==> src/rtl/cpu_traffic_gen_if.sv <==
// CPU-port bundle between a request generator (master) and the cache (slave).
// Signal names follow the cache CPU-port naming so system benches can wire straight through.
interface cpu_traffic_gen_if #(
  parameter int ADDR_W = 32,
  parameter int DATA_W = 32
) ();
  logic              Req_CPU;
  logic              Wr_CPU;
  logic [ADDR_W-1:0] A_CPU;
  logic [DATA_W-1:0] data_out;
  logic [1:0]        Ins_Type;
  logic              Ready_Cache;
  logic [DATA_W-1:0] data_in;

  modport master (
    output Req_CPU, Wr_CPU, A_CPU, data_out, Ins_Type,
    input  Ready_Cache, data_in
  );

  modport slave (
    input  Req_CPU, Wr_CPU, A_CPU, data_out, Ins_Type,
    output Ready_Cache, data_in
  );
endinterface

==> src/rtl/cpu_traffic_gen.sv <==
// Programmable CPU-side request generator: strided reads/writes over Req/Ready,
// optional read-back verification with a saturating mismatch counter and a stall timeout.
module cpu_traffic_gen #(
  parameter int ADDR_W      = 32,
  parameter int DATA_W      = 32,
  parameter int NUM_REQ     = 16,
  parameter int BASE_ADDR   = 1,
  parameter int ADDR_STRIDE = 1,
  parameter int DATA_SEED   = 64,
  parameter int MODE        = 0,
  parameter int INS_TYPE    = 0,
  parameter int TIMEOUT     = 255
) (
  input  logic                    clk,
  input  logic                    rst,
  input  logic                    start,
  cpu_traffic_gen_if.master       bus,
  output logic                    done,
  output logic                    timeout,
  output logic [15:0]             err_count
);

  localparam int IDX_W  = (NUM_REQ > 1) ? $clog2(NUM_REQ) : 1;
  localparam int WAIT_W = (TIMEOUT > 1) ? $clog2(TIMEOUT) : 1;
  localparam logic [IDX_W-1:0]  LAST_IDX  = IDX_W'(NUM_REQ - 1);
  localparam logic [WAIT_W-1:0] WAIT_LAST = WAIT_W'(TIMEOUT - 1);

  typedef enum logic [1:0] {S_IDLE, S_REQ, S_GAP, S_DONE} state_e;

  state_e             state_q, state_d;
  logic [IDX_W-1:0]   idx_q, idx_d;
  logic               pass_q, pass_d;
  logic [WAIT_W-1:0]  wait_q, wait_d;
  logic               req_q, req_d;
  logic               wr_q, wr_d;
  logic [ADDR_W-1:0]  addr_q, addr_d;
  logic [DATA_W-1:0]  data_q, data_d;
  logic [1:0]         ins_q, ins_d;
  logic               done_q, done_d;
  logic               timeout_q, timeout_d;
  logic [15:0]        err_q, err_d;
  logic               load;
  logic               last_txn;
  logic               verify_rd;

  // Pass 0 writes and pass 1 reads in the combined modes.
  function automatic logic is_write(input logic pass);
    case (MODE)
      0:       return 1'b1;
      1:       return 1'b0;
      default: return ~pass;
    endcase
  endfunction

  function automatic logic [ADDR_W-1:0] addr_of(input logic [IDX_W-1:0] k);
    return ADDR_W'(BASE_ADDR) + ADDR_W'(k) * ADDR_W'(ADDR_STRIDE);
  endfunction

  function automatic logic [DATA_W-1:0] data_of(input logic [IDX_W-1:0] k);
    return DATA_W'(DATA_SEED) + DATA_W'(k);
  endfunction

  assign last_txn  = (idx_q == LAST_IDX) && ((MODE < 2) || pass_q);
  assign verify_rd = (MODE >= 2) && pass_q;

  always_comb begin
    // NOTE: every *_d takes its current value first, so paths that leave it untouched infer no latch.
    state_d   = state_q;
    idx_d     = idx_q;
    pass_d    = pass_q;
    wait_d    = wait_q;
    req_d     = req_q;
    wr_d      = wr_q;
    addr_d    = addr_q;
    data_d    = data_q;
    ins_d     = ins_q;
    done_d    = done_q;
    timeout_d = timeout_q;
    err_d     = err_q;
    load      = 1'b0;

    case (state_q)
      S_IDLE, S_DONE: begin
        if (start) begin
          idx_d     = '0;
          pass_d    = 1'b0;
          err_d     = '0;
          done_d    = 1'b0;
          timeout_d = 1'b0;
          load      = 1'b1;
          state_d   = S_REQ;
        end
      end

      S_REQ: begin
        if (bus.Ready_Cache) begin
          if (verify_rd && (bus.data_in != data_q) && (err_q != 16'hFFFF))
            err_d = err_q + 16'd1;
          req_d = 1'b0;
          ins_d = 2'b00;
          if (last_txn) begin
            done_d  = 1'b1;
            state_d = S_DONE;
          end else begin
            state_d = S_GAP;
          end
        end else if ((TIMEOUT != 0) && (wait_q == WAIT_LAST)) begin
          req_d     = 1'b0;
          ins_d     = 2'b00;
          done_d    = 1'b1;
          timeout_d = 1'b1;
          state_d   = S_DONE;
        end else begin
          wait_d = wait_q + 1'b1;
        end
      end

      S_GAP: begin
        // Mode 3 pairs write/read per index; mode 2 wraps the index into the read pass.
        if (MODE == 3) begin
          pass_d = ~pass_q;
          if (pass_q) idx_d = idx_q + 1'b1;
        end else if ((MODE == 2) && (idx_q == LAST_IDX)) begin
          idx_d  = '0;
          pass_d = 1'b1;
        end else begin
          idx_d = idx_q + 1'b1;
        end
        load    = 1'b1;
        state_d = S_REQ;
      end

      default: state_d = S_IDLE;
    endcase

    if (load) begin
      req_d  = 1'b1;
      wr_d   = is_write(pass_d);
      addr_d = addr_of(idx_d);
      data_d = data_of(idx_d);
      ins_d  = 2'(INS_TYPE);
      wait_d = '0;
    end
  end

  always_ff @(posedge clk) begin
    // NOTE: reset is sampled on the clock edge only; state flops use non-blocking assignment.
    if (!rst) begin
      state_q   <= S_IDLE;
      idx_q     <= '0;
      pass_q    <= 1'b0;
      wait_q    <= '0;
      req_q     <= 1'b0;
      wr_q      <= 1'b0;
      addr_q    <= ADDR_W'(BASE_ADDR);
      data_q    <= DATA_W'(DATA_SEED);
      ins_q     <= 2'b00;
      done_q    <= 1'b0;
      timeout_q <= 1'b0;
      err_q     <= '0;
    end else begin
      state_q   <= state_d;
      idx_q     <= idx_d;
      pass_q    <= pass_d;
      wait_q    <= wait_d;
      req_q     <= req_d;
      wr_q      <= wr_d;
      addr_q    <= addr_d;
      data_q    <= data_d;
      ins_q     <= ins_d;
      done_q    <= done_d;
      timeout_q <= timeout_d;
      err_q     <= err_d;
    end
  end

  assign bus.Req_CPU  = req_q;
  assign bus.Wr_CPU   = wr_q;
  assign bus.A_CPU    = addr_q;
  assign bus.data_out = data_q;
  assign bus.Ins_Type = ins_q;
  assign done         = done_q;
  assign timeout      = timeout_q;
  assign err_count    = err_q;

endmodule

==> src/flat_wrapper.sv <==
// flat-port wrapper written by rule: the top's interface ports become plain ports
module cpu_traffic_gen_flat 
#(
  parameter int ADDR_W      = 32,
  parameter int DATA_W      = 32,
  parameter int NUM_REQ     = 16,
  parameter int BASE_ADDR   = 1,
  parameter int ADDR_STRIDE = 1,
  parameter int DATA_SEED   = 64,
  parameter int MODE        = 0,
  parameter int INS_TYPE    = 0,
  parameter int TIMEOUT     = 255
)
  (clk, rst, start, done, timeout, err_count, bus_Req_CPU, bus_Wr_CPU, bus_A_CPU, bus_data_out, bus_Ins_Type, bus_Ready_Cache, bus_data_in);
  cpu_traffic_gen_if #(.ADDR_W(ADDR_W), .DATA_W(DATA_W)) bus_i ();
  input  logic clk;
  input  logic rst;
  input  logic start;
  output logic done;
  output logic timeout;
  output logic [15:0] err_count;
  output wire logic [$bits(bus_i.Req_CPU)-1:0] bus_Req_CPU;
  output wire logic [$bits(bus_i.Wr_CPU)-1:0] bus_Wr_CPU;
  output wire logic [$bits(bus_i.A_CPU)-1:0] bus_A_CPU;
  output wire logic [$bits(bus_i.data_out)-1:0] bus_data_out;
  output wire logic [$bits(bus_i.Ins_Type)-1:0] bus_Ins_Type;
  input wire logic [$bits(bus_i.Ready_Cache)-1:0] bus_Ready_Cache;
  input wire logic [$bits(bus_i.data_in)-1:0] bus_data_in;
  assign bus_Req_CPU = bus_i.Req_CPU;
  assign bus_Wr_CPU = bus_i.Wr_CPU;
  assign bus_A_CPU = bus_i.A_CPU;
  assign bus_data_out = bus_i.data_out;
  assign bus_Ins_Type = bus_i.Ins_Type;
  assign bus_i.Ready_Cache = bus_Ready_Cache;
  assign bus_i.data_in = bus_data_in;
  cpu_traffic_gen #(.ADDR_W(ADDR_W), .DATA_W(DATA_W), .NUM_REQ(NUM_REQ), .BASE_ADDR(BASE_ADDR), .ADDR_STRIDE(ADDR_STRIDE), .DATA_SEED(DATA_SEED), .MODE(MODE), .INS_TYPE(INS_TYPE), .TIMEOUT(TIMEOUT)) u_core (.clk(clk), .rst(rst), .start(start), .bus(bus_i), .done(done), .timeout(timeout), .err_count(err_count));
endmodule
==> config.mk <==
export PLATFORM = sky130hd
export DESIGN_NAME = cpu_traffic_gen_flat
export DESIGN_NICKNAME = d
export VERILOG_FILES = /design/src/rtl/cpu_traffic_gen_if.sv /design/src/rtl/cpu_traffic_gen.sv /design/src/flat_wrapper.sv
export SDC_FILE = /design/constraint.sdc
export NUM_CORES = 1
export LEC_CHECK = 0
export CAP_MARGIN = 25
export CORE_MARGIN = 2
export CORE_UTILIZATION = 55
export DETAILED_ROUTE_END_ITERATION = 10
export DONT_BUFFER_PORTS = 1
export GPL_TIMING_DRIVEN = 0
export PLACE_DENSITY = 0.73
export SLEW_MARGIN = 5
export SYNTH_ARGS = -nofsm -noshare
export SYNTH_HDL_FRONTEND = slang
export SYNTH_SLANG_ARGS = --single-unit
==> constraint.sdc <==
create_clock -name clk -period 1.85 [get_ports clk]
set_clock_uncertainty 0.1 [all_clocks]
set_input_delay 0.185 -clock clk [delete_from_list [all_inputs] [get_ports clk]]
set_output_delay 0.185 -clock clk [all_outputs]
set_load 0.02 [all_outputs]
==> run_results.csv, run 1 <==
group,metric,value,unit
pwr,powerDensity,631,nW/µm²
clocking,cts_max_path_buffers,2,
worst_setup_path,endpoint_kind,"flop",
worst_setup_path,cp.required,1.98,ns
logic_synthesis,synth-edff-count,0,
clocking,clk_latency,0.33,ns
worst_setup_path,crit_fanout,5,
sta,finalMaxSlewViolations,0,
worst_setup_path,crit_buf_inv,2,
sta,min_period,1.86,ns
floorplanning,io-pin-count,122,
route,dr_total_vias,1475,
floorplanning,die-area,3850,µm²
logic_synthesis,async_reset_ff_frac,0,
sta,hold_ws,-0.0528,ns
sta,setup_viol,1,
route,dr.pass1.iters,4,
finish,drive_above_1_share,0.354,
global_route,antenna_found_initial,0,
worst_setup_path,cp_cell_sequence,"inv_2, ha_4, nor2b_4, nor2_4, a21oi_2, ha_2, inv_2, a21oi_2, nand3b_1, a21oi_1",
finish,insertedDiodeCount,0,
logic_synthesis,synth_top_area_frac,0.295,
finish,fin_util,0.722,
sta,hold_viol,1,
logic_synthesis,ys_seq_elements,27,
pwr,vdd_drop_max,0.561,mV
clocking,clk_transition_reported_paths,0.15,ns
sta,fmax,537,MHz
global_route,gr-total-overflow,0,
sta,finalWorstSetupSlack,-0.0127,ns
worst_setup_path,crit_type,"reg2reg",
placed_design,dpl.hpwl,2590,µm
outcome,violations,"negative hold slack, negative setup slack",
clocking,cts.sinks,27,
clocking,clockRootBuffer,"clkbuf_4",
global_route,grt_use_met1,0.205,
global_route,first_global_vias,1235,
global_route,busiest_layer,"met2",
global_route,grt_util_all_layers,0.179,
placed_design,placed_cells,350,
logic_synthesis,synth_top_area_cell,"buf_4",
logic_synthesis,ys.flop_type,"dfxtp_1",
placed_design,place_congestion,0.802,
finish,stdcell_area,2370,µm²
floorplanning,die_w,62.1,µm
logic_synthesis,synth_area,1860,µm²
worst_setup_path,crit_family,"adder cells",
logic_synthesis,yosysSeqAreaShare,0.291,
worst_hold_path,hold_class,"in2reg",
worst_setup_path,max_stage_delay,0.38,ns
outcome,status,"finished with violations",
flow_run,drv_cap,0,
floorplanning,std_cell_rows,21,
finish,area_growth,27.7,%
sta,period_share,1.01,
global_route,use_met2,0.323,
global_route,grt_pass1_wl,5210,µm
placed_design,placed_area,2200,µm²
route,drt_iter0_markers,59,
route,totalWireLength,3370,µm
worst_setup_path,cp_slowest_cell,"dfxtp_2",
floorplanning,die_h,62.1,µm
floorplanning,initial_utilization,0.565,
route,ant_nets,0,
logic_synthesis,synth.avg_cell_area,7.96,µm²
logic_synthesis,yosys-top-cells-area,"buf_4, dfxtp_1, a21oi_1",
floorplanning,core-area,3280,µm²
pwr,design_power_total,1.50,mW
pwr,p_leak,1.19,nW
sta,setup-tns-final,-0.0127,ns
placed_design,io_buffers,0,
clocking,numCtsBuffers,3,
placed_design,pre_cts_slack,-0.206,ns
sta,rsz0062_at_grt,"yes",
logic_synthesis,synth_cell_types,39,
route,post_drt_wl_per_cell,9.35,µm
worst_setup_path,start_kind,"flop",
finish,fin_nets,357,
global_route,gr-usage-met3,0.0642,
logic_synthesis,synthCells,233,
clocking,cts-htree-levels,1,
clocking,cts_tree,"done",
worst_setup_path,critPathArrivalTime,1.99,ns
route,route.detailed.drc,0,
route,viasPerCell,4.10,
finish,final_cells,360,
global_route,grt_max_degree,18,
logic_synthesis,yosysWarningCount,0,
==> placed cells by master (no fill, tap or decap), drive strengths merged <==
master	n
buf	81
conb	73
dfxtp	27
nor2	20
nand2	20
a21oi	16
nand3	10
o21ai	8
inv	7
nor3	6
ha	6
clkbuf	6
xnor2	4
nand4	3
dlygate4sd3	3
nor2b	3
or3	2
nand3b	2
a41oi	2
or2	1
a21o	1
nor3b	1
and4	1
a41o	1
nand2b	1
nor4	1
o211a	1
a211oi	1
o221a	1
and2	1
xor2	1
a311oi	1
a311o	1
o211ai	1
==> synth_stat cells (2+ instances only) <==
| cell | n |
|---|---|
| a21oi_1 | 16 |
| a41oi_1 | 2 |
| buf_1 | 2 |
| buf_2 | 3 |
| buf_4 | 73 |
| clkbuf_1 | 2 |
| conb_1 | 2 |
| dfxtp_1 | 27 |
| ha_1 | 6 |
| inv_1 | 6 |
| nand2_1 | 20 |
| nand3_1 | 10 |
| nand3b_1 | 2 |
| nand4_1 | 3 |
| nor2_1 | 20 |
| nor2b_1 | 2 |
| nor3_1 | 4 |
| nor3_2 | 2 |
| o21ai_0 | 6 |
| o21ai_1 | 2 |
| or3_1 | 2 |
| xnor2_1 | 4 |
==> area by class of cell <==
cell class,instances,area (µm²)
Inverter,6,22.5
Clock buffer,3,22.5
Tap cell,46,57.6
Fill cell,281,915
Multi-Input combinational cell,190,1060
Timing Repair Buffer,7,60.1
Clock inverter,1,8.76
Buffer,80,592
Sequential cell,27,547
==> power breakdown <==
group / internal, mW / switching [mW]
combinational: 0.223 / 0.322
clock: 0.0884 / 0.186
sequential: 0.619 / 0.0571
==> kinds of logic after synthesis <==
family	after synthesis	share of synthesized area
buffers and inverters	87	0.330
AO/OA/AOI/OAI	34	0.113
adder cells (fa/ha/maj)	6	0.0405
AND/OR/NAND/NOR	72	0.198
other	2	0.00405
XOR/XNOR	5	0.0236
flip-flops	27	0.291
==> sequential cells by signal, indices dropped and copies added, names as in the netlist <==
name	flops
u_core.timeout	1
u_core.bus.A_CPU	5
u_core.idx_q	4
u_core.bus.Req_CPU	1
u_core.done	1
u_core.bus.Wr_CPU	1
u_core.wait_q	8
u_core.state_q	2
u_core.bus.data_out	4
==> layer usage <==
layer	wire (µm)	vias to the layer above	part of all wire
li1	-	790	-
met1	1310	638	0.39
met2	1780	43	0.53
met3	265	4	0.079
met4	13	0	0.0039
met5	0	-	0
==> timing repair <==
item                                   CTS  global route
gates resized for setup                  7            18
hold buffers                             2             1
setup endpoints to repair                5            13
pin swaps                                2             5
setup buffers                            2             2
endpoints found under the hold margin    2             3
==> final timing paths <==
check / start / end / slack [ns] / cells past startpoint
hold / removal: start / u_core.state_q[1] / -0.05 / 3
setup / recovery: u_core.state_q[0] / u_core.bus.A_CPU[2] / -0.01 / 10
setup reg to reg: u_core.state_q[0] / u_core.bus.A_CPU[2] / -0.01 / 10
hold reg to reg: u_core.idx_q[1] / u_core.idx_q[1] / 0.42 / 2
==> worst register-to-register path, cell delays in order (launching register included) <==
cell	delay [ns]
dfxtp_2	0.38
inv_2	0.05
ha_4	0.27
nor2b_4	0.23
nor2_4	0.05
a21oi_2	0.16
ha_2	0.20
inv_2	0.04
a21oi_2	0.11
nand3b_1	0.12
a21oi_1	0.06
Note: power is estimated with default switching activity, not from simulation.
==> inputs of run 2 (changes only) <==
--- a/config.mk
+++ b/config.mk
@@ -6,7 +6,7 @@
 export NUM_CORES = 1
 export LEC_CHECK = 0
 export CAP_MARGIN = 25
-export CORE_MARGIN = 2
+export CORE_MARGIN = 3
 export CORE_UTILIZATION = 55
 export DETAILED_ROUTE_END_ITERATION = 10
 export DONT_BUFFER_PORTS = 1
==> run 2 against run 1 <==
Effect of this change:
- the run ends with negative setup slack left
- core utilization increased by 4.5 points
- die area increased by 6.5%
- fmax decreased by 3.5%
- design area increased by 1.2%
- sequential cell count unchanged
- sequential share of layout area decreased by 0.33 points
- via count increased by 4.3%
- first-iteration DRC count increased by 22%
- clock power decreased by 5%
- combinational power increased by 7.7%
- critical path type unchanged
- critical endpoint is now u_core.bus.A_CPU[4]
==> run_results.csv, run 2 (synthesis results as in run 1) <==
group,metric,value,unit
placed_design,placed_cells,348,
global_route,antenna_found_initial,0,
sta,setup_viol,5,
finish,layout_common_cells,"buf_4, conb_1, dfxtp_1, nor2_1, nand2_1",
global_route,use_met2,0.351,
pwr,vdd_drop_max,0.654,mV
sta,period_share,1.04,
worst_setup_path,critPathArrivalTime,2.10,ns
pwr,powerDensity,637,nW/µm²
sta,hold_viol,0,
clocking,clk_transition_reported_paths,0.15,ns
outcome,violations,"negative setup slack",
floorplanning,die-area,4110,µm²
sta,finalMaxSlewViolations,0,
placed_design,io_buffers,0,
clocking,clk_latency,0.33,ns
route,ant_nets,0,
worst_setup_path,crit_type,"reg2reg",
outcome,status,"finished with violations",
worst_setup_path,cp.required,2.02,ns
worst_setup_path,r2r-start,"u_core.state_q[0]",
finish,fin_nets,364,
finish,drive_above_1_share,0.358,
clocking,cts.sinks,27,
sta,setup-tns-final,-0.276,ns
clocking,cts_tree,"done",
placed_design,dpl.hpwl,2890,µm
floorplanning,io-pin-count,122,
pwr,design_power_total,1.53,mW
worst_hold_path,hold_class,"in2reg",
global_route,grt_pass1_wl,6150,µm
floorplanning,die_h,64.1,µm
global_route,grt_util_all_layers,0.187,
finish,stdcell_area,2400,µm²
placed_design,place_congestion,0.829,
finish,final_cells,365,
sta,hold_ws,0.0244,ns
floorplanning,die_w,64.1,µm
finish,final_common_cell,"buf_4",
clocking,numCtsBuffers,3,
placed_design,placed_area,2200,µm²
sta,min_period,1.93,ns
worst_hold_path,hp-start,"bus_Ready_Cache",
route,viasPerCell,4.21,
finish,regMostFlops,"u_core.wait_q",
floorplanning,std_cell_rows,20,
global_route,grt_max_degree,17,
finish,insertedDiodeCount,0,
global_route,busiest_layer,"met2",
pwr,pwr-share-clk,0.171,
pwr,p_sw,0.574,mW
global_route,gr-usage-met3,0.0650,
route,drt_iter0_markers,72,
sta,rsz0062_at_grt,"yes",
global_route,grt_use_met1,0.201,
pwr,netSwitchingFraction,0.376,
route,post_drt_wl_per_cell,10.8,µm
floorplanning,initial_utilization,0.593,
route,dr_total_vias,1538,
worst_setup_path,crit_fanout,4,
clocking,clockRootBuffer,"clkbuf_4",
worst_setup_path,endpoint_kind,"flop",
pwr,internal-power,0.953,mW
floorplanning,core-area,3130,µm²
sta,finalWorstSetupSlack,-0.0807,ns
worst_setup_path,start_kind,"flop",
flow_run,drv_cap,0,
pwr,p_leak,1.21,nW
route,totalWireLength,3950,µm
finish,largest_register_ffs,8,
global_route,first_global_vias,1355,
sta,fmax,518,MHz
pwr,power_frac_comb,0.385,
clocking,cts-htree-levels,1,
global_route,gr-total-overflow,0,
route,route.detailed.drc,0,
pwr,power_frac_seq,0.444,
route,dr.pass1.iters,4,
finish,area_growth,29.3,%
clocking,cts_max_path_buffers,2,
worst_setup_path,setup.worst_path.start,"u_core.state_q[0]",
## run 2: cell count changes in the layout (fill, tap and decap cells not counted), sizes merged
cell	change
inv	-1
dlymetal6s4s	+1
clkbuf	-1
dlygate4sd3	-1
clkinvlp	+1
buf	+8
## run 2: stage by stage
stage | setup slack, ns | util
floorplan | 0.00626 | -
global placement | -0.210 | 0.703
detailed placement | -0.215 | 0.703
CTS | -0.00865 | 0.750
global route | -0.154 | 0.767
finish | -0.0807 | 0.767
## run 2: worst max-delay path, cell delays in order (launching register included)
cell,delay [ns]
dfxtp_4,0.40
inv_4,0.04
ha_4,0.25
nor2b_4,0.23
nor2_4,0.06
a21oi_2,0.17
ha_2,0.19
inv_2,0.04
a21oi_2,0.13
nand3b_1,0.12
a21oi_2,0.15
## run 2: worst paths after layout
| kind | end | slack, ns | depth (start not counted) |
|---|---|---|---|
| max | u_core.bus.A_CPU[4] | -0.08 | 10 |
| max reg2reg | u_core.bus.A_CPU[4] | -0.08 | 10 |
| min reg2reg | u_core.wait_q[4] | 0.44 | 2 |
| min | u_core.timeout | 0.02 | 3 |
## run 2: area by class of cell
| type | instances | area, µm² |
|---|---|---|
| Clock buffer | 3 | 22.5 |
| Multi-Input combinational cell | 190 | 1030 |
| Sequential cell | 27 | 546 |
| Buffer | 81 | 596 |
| Fill cell | 250 | 729 |
| Inverter | 6 | 25.0 |
| Timing Repair Buffer | 13 | 115 |
| Tap cell | 44 | 55.1 |
| Clock inverter | 1 | 7.51 |
## run 2: routing by layer
metal	wire length [µm]	vias up
li1	-	804
met1	1500	679
met2	2110	53
met3	316	2
met4	18	0
met5	0	-
## run 2: repair_timing
| action | in CTS | in global routing |
|---|---|---|
| gates resized for setup | 12 | 12 |
| pin swaps | 8 | 8 |
| setup endpoints to repair | 5 | 15 |
| hold buffers | 3 | 0 |
| endpoints found under the hold margin | 2 | 0 |
| setup buffers | 8 | 3 |
## run 2: power groups by stage
stage	Combinational (mW)	Clock (mW)	Sequential [mW]
final	0.587	0.261	0.678
after global routing	0.637	0.294	0.684
after CTS	0.535	0.269	0.677
after detailed placement	0.482	0	0.687
after global placement	0.480	0	0.687
after floorplan	0.438	0	0.680
